### config.mk
export PLATFORM = sky130hd
export DESIGN_NAME = run_controller
export DESIGN_NICKNAME = d
export VERILOG_FILES = /design/src/rtl/run_controller.sv
export SDC_FILE = /design/constraint.sdc
export NUM_CORES = 1
export LEC_CHECK = 0
export ABC_CLOCK_PERIOD_IN_PS = 3900
export CELL_PAD_IN_SITES_DETAIL_PLACEMENT = 0
export CELL_PAD_IN_SITES_GLOBAL_PLACEMENT = 2
export CORE_MARGIN = 2
export CORE_UTILIZATION = 38
export CTS_CLUSTER_DIAMETER = 50
export CTS_CLUSTER_SIZE = 40
export DETAILED_ROUTE_END_ITERATION = 10
export PLACE_DENSITY_LB_ADDON = 0.08
export SKIP_LAST_GASP = 1
export SLEW_MARGIN = 10
export SYNTH_ARGS = -nofsm -noshare
export SYNTH_HDL_FRONTEND = slang
export SYNTH_SLANG_ARGS = --single-unit
export TNS_END_PERCENT = 100
### constraint.sdc
create_clock -name clk -period 3.9 [get_ports clk]
set_clock_uncertainty 0.15 [all_clocks]
set_input_delay 0.78 -clock clk [delete_from_list [all_inputs] [get_ports clk]]
set_output_delay 0.78 -clock clk [all_outputs]
set_load 0.005 [all_outputs]
### src/rtl/run_controller.sv
`default_nettype none
// =============================================================================
// run_controller : front-panel execution sequencer (single-step / RUN / FAST / HALT)
// Optional breakpoint halt: define RUN_CTRL_BREAKPOINT_EN.   Rev 1.0
// =============================================================================
module run_controller #(
    parameter int DIV_W    = 26,
    parameter int SLOW_DIV = 25000000,
    parameter int FAST_DIV = 250000
) (
    input  logic       clk,
    input  logic       rst,
    input  logic       next,
    input  logic       run,
    input  logic       speedRun,
    input  logic       nowCode,
    input  logic       cpu_halt,
    input  logic [7:0] pc,
    input  logic [7:0] address,
    output logic       step_en,
    output logic [1:0] mode,
    output logic       halted,
    output logic       view_code,
    output logic [7:0] step_count,
    output logic       brk_hit
);

    typedef enum logic [1:0] {
        ST_IDLE = 2'd0,
        ST_RUN  = 2'd1,
        ST_FAST = 2'd2,
        ST_HALT = 2'd3
    } state_t;

    localparam logic [DIV_W-1:0] c_SLOW_LAST = DIV_W'(SLOW_DIV - 1);
    localparam logic [DIV_W-1:0] c_FAST_LAST = DIV_W'(FAST_DIV - 1);

    state_t           r_state;
    logic [DIV_W-1:0] r_presc;
    logic             r_step_en;
    logic             r_halted;
    logic             r_view_code;
    logic [7:0]       r_step_count;
    logic             r_brk_hit;

    logic [3:0] w_btn;
    logic [3:0] r_s1;
    logic [3:0] r_s2;
    logic [3:0] r_s3;
    logic [3:0] w_press;
    logic       w_press_next;
    logic       w_press_run;
    logic       w_press_fast;
    logic       w_press_code;
    logic       w_last;
    logic       w_bp_match;

    // Bit order: {nowCode, speedRun, run, next}
    assign w_btn   = {nowCode, speedRun, run, next};
    assign w_press = r_s2 & ~r_s3;

    assign w_press_next = w_press[0];
    assign w_press_run  = w_press[1];
    assign w_press_fast = w_press[2];
    assign w_press_code = w_press[3];

    always_ff @(posedge clk or posedge rst) begin
        if (rst) begin
            r_s1 <= 4'b0;
            r_s2 <= 4'b0;
            r_s3 <= 4'b0;
        end else begin
            r_s1 <= w_btn;
            r_s2 <= r_s1;
            r_s3 <= r_s2;
        end
    end

    assign w_last = (r_state == ST_FAST) ? (r_presc == c_FAST_LAST)
                                         : (r_presc == c_SLOW_LAST);

`ifdef RUN_CTRL_BREAKPOINT_EN
    assign w_bp_match = (pc == address);
`else
    logic w_unused_bp;
    assign w_unused_bp = ^{pc, address};
    assign w_bp_match  = 1'b0;
`endif

    always_ff @(posedge clk or posedge rst) begin
        if (rst) begin
            r_state      <= ST_IDLE;
            r_presc      <= '0;
            r_step_en    <= 1'b0;
            r_halted     <= 1'b0;
            r_view_code  <= 1'b0;
            r_step_count <= 8'd0;
            r_brk_hit    <= 1'b0;
        end else begin
            r_step_en <= 1'b0;
            if (w_press_code) begin
                r_view_code <= ~r_view_code;
            end

            case (r_state)
                ST_IDLE: begin
                    if (cpu_halt) begin
                        r_state  <= ST_HALT;
                        r_halted <= 1'b1;
                        r_presc  <= '0;
                    end else if (w_press_run) begin
                        r_state <= ST_RUN;
                        r_presc <= '0;
                    end else if (w_press_fast) begin
                        r_state <= ST_FAST;
                        r_presc <= '0;
                    end else if (w_press_next) begin
                        r_step_en    <= 1'b1;
                        r_step_count <= r_step_count + 8'd1;
                    end
                end

                ST_RUN, ST_FAST: begin
                    // Halt and button presses both pre-empt a step due on this edge.
                    if (cpu_halt) begin
                        r_state  <= ST_HALT;
                        r_halted <= 1'b1;
                        r_presc  <= '0;
                    end else if (w_press_run) begin
                        r_state <= (r_state == ST_RUN) ? ST_IDLE : ST_RUN;
                        r_presc <= '0;
                    end else if (w_press_fast) begin
                        r_state <= (r_state == ST_FAST) ? ST_IDLE : ST_FAST;
                        r_presc <= '0;
                    end else if (w_last) begin
                        r_presc <= '0;
                        if (w_bp_match) begin
                            r_state   <= ST_HALT;
                            r_halted  <= 1'b1;
                            r_brk_hit <= 1'b1;
                        end else begin
                            r_step_en    <= 1'b1;
                            r_step_count <= r_step_count + 8'd1;
                        end
                    end else begin
                        r_presc <= r_presc + DIV_W'(1);
                    end
                end

                ST_HALT: begin
                    r_presc <= '0;
                    if (w_press_run && !cpu_halt) begin
                        r_state   <= ST_IDLE;
                        r_halted  <= 1'b0;
                        r_brk_hit <= 1'b0;
                    end
                end

                default: begin
                    r_state <= ST_IDLE;
                end
            endcase
        end
    end

    assign step_en    = r_step_en;
    assign mode       = r_state;
    assign halted     = r_halted;
    assign view_code  = r_view_code;
    assign step_count = r_step_count;
    assign brk_hit    = r_brk_hit;

endmodule
`default_nettype wire

==> impl_metrics.csv <==
group,metric,value,unit
outcome,run_status,"finished clean",
die,die_area,7580,um^2
sta,whs,206,ps
global_route,track_usage,16.3,%
hold_path,hold_path.class,"register to register",
placed_design,io_buffers,19,
routing,dr.first_iter.drc_count,39,
pwr,pwr_density_cell,469,nW/um^2
sta,fin_crit_sh,76.4,%
routing,final_antenna_net_count,0,
routing,wire_per_inst,16.1,um
setup_path,crit_fanout,24,
global_route,use_met2,26.8,%
synthesis,ys.flop_type,"dfrtp_1",
routing,routed_wl,5.56,mm
setup_path,worst-path-buf-inv,0,
setup_path,path_cells,"or4_1, or4_4, a211o_2, a21oi_4, nor3_1",
sta,period_minus_slack,2980,ps
sta,drv_slew,0,
sta,setup-tns-final,0,ps
synthesis,synth_seq_cells,51,
global_route,busiest_layer,"met2",
die,row_count,30,
clock_network,htreeDepth,2,
global_route,grt_use_met1,21.7,%
global_route,grt_pass1_vias,1894,
die,die_h,87.0,um
setup_path,crit_path_start_kind,"register",
clock_network,clk_pin_slew,90,ps
synthesis,yosysUniqueCellTypes,50,
sta,setup_viol,0,
final_layout,fin_nets,295,
global_route,antenna_found_initial,0,
global_route,grt_pass1_wl,9.59,mm
routing,drc,0,
routing,drt_pre_antenna_iters,4,
clock_network,cts_buffers,5,
final_layout,area_delta_synth_final,12.4,%
clock_network,clk_latency,300,ps
synthesis,yosys_warnings,0,
setup_path,critical_path_class,"register to register",
final_layout,drive_above_1_share,6.04,%
sta,tightest_slew,1090,ps
clock_network,postCtsHoldBufs,0,
die,start_util,39.0,%
die,die_w,87.0,um
die,num_io_pins,37,
setup_path,cp_top_family,"simple AND/OR/NAND/NOR gates",
sta,grt_setup_unrepaired,"no",
synthesis,synth-edff-count,0,
routing,num_vias,1868,
setup_path,crit_slowest_cell,"a21oi_4",
synthesis,synth_fp_nets,278,
synthesis,postSynthAreaPerCell,10.6,um^2
synthesis,synth_top_area_share,48.7,%
synthesis,yosysTopAreaCell,"dfrtp_1",
synthesis,post-synth-top-count-cell,"dfrtp_1",
global_route,grt_max_degree,52,
synthesis,async_reset_ff_share,100,%
die,core-area,6720,um^2
setup_path,max_stage_delay,620,ps
synthesis,ys_seq_area_share,48.7,%
placed_design,gp_congestion,0.707,
synthesis,ys_top_cells_by_count,"51 x dfrtp_1, 28 x nor3_1, 18 x xnor2_1, 14 x nand4_1, 14 x nor2_1",
sta,hold_viol_final,0,
sta,maxSlewHeadroom,27.1,%
synthesis,ys_top_cells_by_area,"dfrtp_1 49%, xnor2_1 6.0%, nor3_1 5.3%",
setup_path,end_kind,"register",
run,max_cap_violations,0,
clock_network,cts_tree,"done",
clock_network,cts_setup_buffers,0,
final_layout,antenna_cells,0,
pwr,finalPower,1.38,mW
sta,fmax,335,MHz
setup_path,critPathArrivalTime,2970,ps
synthesis,syn_area,2620,um^2
clock_network,cts.repair.resized,0,
pwr,leakagePower,1.14,nW
pwr,vdd_drop_max,0.000200,V
global_route,overflow,0,
setup_path,crit_required,3890,ps
clock_network,cts_root_buffer,"clkbuf_8",
placed_design,post-dp-hpwl,3.68,mm
clock_network,clock_sinks,51,
clock_network,clk_path_buf_depth,2,
global_route,use_met3,2.84,%
routing,via_per_inst,5.41,
synthesis,netlist_instances,248,
[layout make-up]
| class | count | area (um^2) |
|---|---|---|
| well taps | 80 | 100 |
| repair buffers | 21 | 205 |
| multi-input cells | 177 | 1230 |
| fillers | 656 | 3770 |
| clock inverters | 1 | 30.0 |
| flip-flops and latches | 51 | 1280 |
| inverters | 9 | 33.8 |
| clock buffers | 6 | 72.6 |
[cell families after synthesis]
kind of cell | Yosys count | share of synthesized area, %
other | 1 | 0.143
AOI/OAI and AO/OA | 30 | 9.69
muxes | 1 | 0.573
and+or+nand+nor | 108 | 23.0
adders and majority gates | 7 | 3.34
xor gates and xnor gates | 30 | 10.0
DFF | 51 | 48.7
buffers and inverters | 20 | 4.49
[flip-flops by register name (all words and copies together), names as in the netlist, 2 cells and up]
name and cells:
mode 2, r_presc 26, r_s1 4, r_s2 4, r_s3 4, step_count 8
[worst register-to-register path, cell delays in order (launching register included)]
cell and delay (ps):
dfrtp_1 440, or4_1 530, or4_4 570, a211o_2 390
a21oi_4 620, nor3_1 120
[per-layer routing]
layer  share of wire [%]  up-vias  wire [um]
met3                 2.2        6        123
met2                  47       22       2590
met5                   0        -          0
li1                    -      918          -
met4                 1.3        0         70
met1                  50      922       2770
[cells in the final DEF, fill, tap and decap left out, types with 3 or more instances in the layout]
master           synthesis  routed
nor2_1                  14      14
xor2_1                  12      12
dfrtp_1                 51      51
nor4_1                   3       3
o211ai_1                 4       4
inv_1                    9       8
and3_1                   7       7
nor3_1                  28      28
a211oi_1                 3       3
clkbuf_8                 0       5
nand4_1                 14      14
or3_1                    3       3
xnor2_1                 18      18
o21ai_0                  4       4
nand3_1                  5       5
nand2_1                 13      13
and2_1                   3       3
clkdlybuf4s50_1          0      19
ha_1                     7       7
a21oi_1                  3       3
[metrics by stage]
stage	instances	setup WS, ps	util [%]	instance area, um^2
after floorplan	248	1360	-	2620
after global placement	338	909	42.3	2840
after detailed placement	338	912	42.3	2840
after CTS	345	907	43.8	2940
after global routing	345	792	43.8	2940
final	345	919	43.8	2940
[where the power goes]
part	switching (mW)	leakage (nW)	internal [mW]
logic	0.261	0.421	0.151
registers	0.0412	0.671	0.566
clock network	0.173	0.0513	0.188
[final timing paths]
kind                             from         end  slack (ps)  cells past startpoint
min in group asynchronous         rst     r_s3[3]         810                      3
min reg2reg                   r_s1[2]     r_s2[2]         210                      0
max in group asynchronous         rst  r_presc[7]        2340                      3
min                           r_s1[2]     r_s2[2]         210                      0
max                        r_presc[6]  r_presc[9]         920                      5
max reg2reg                r_presc[6]  r_presc[9]         920                      5
Note: power is estimated with default switching activity, not from simulation.
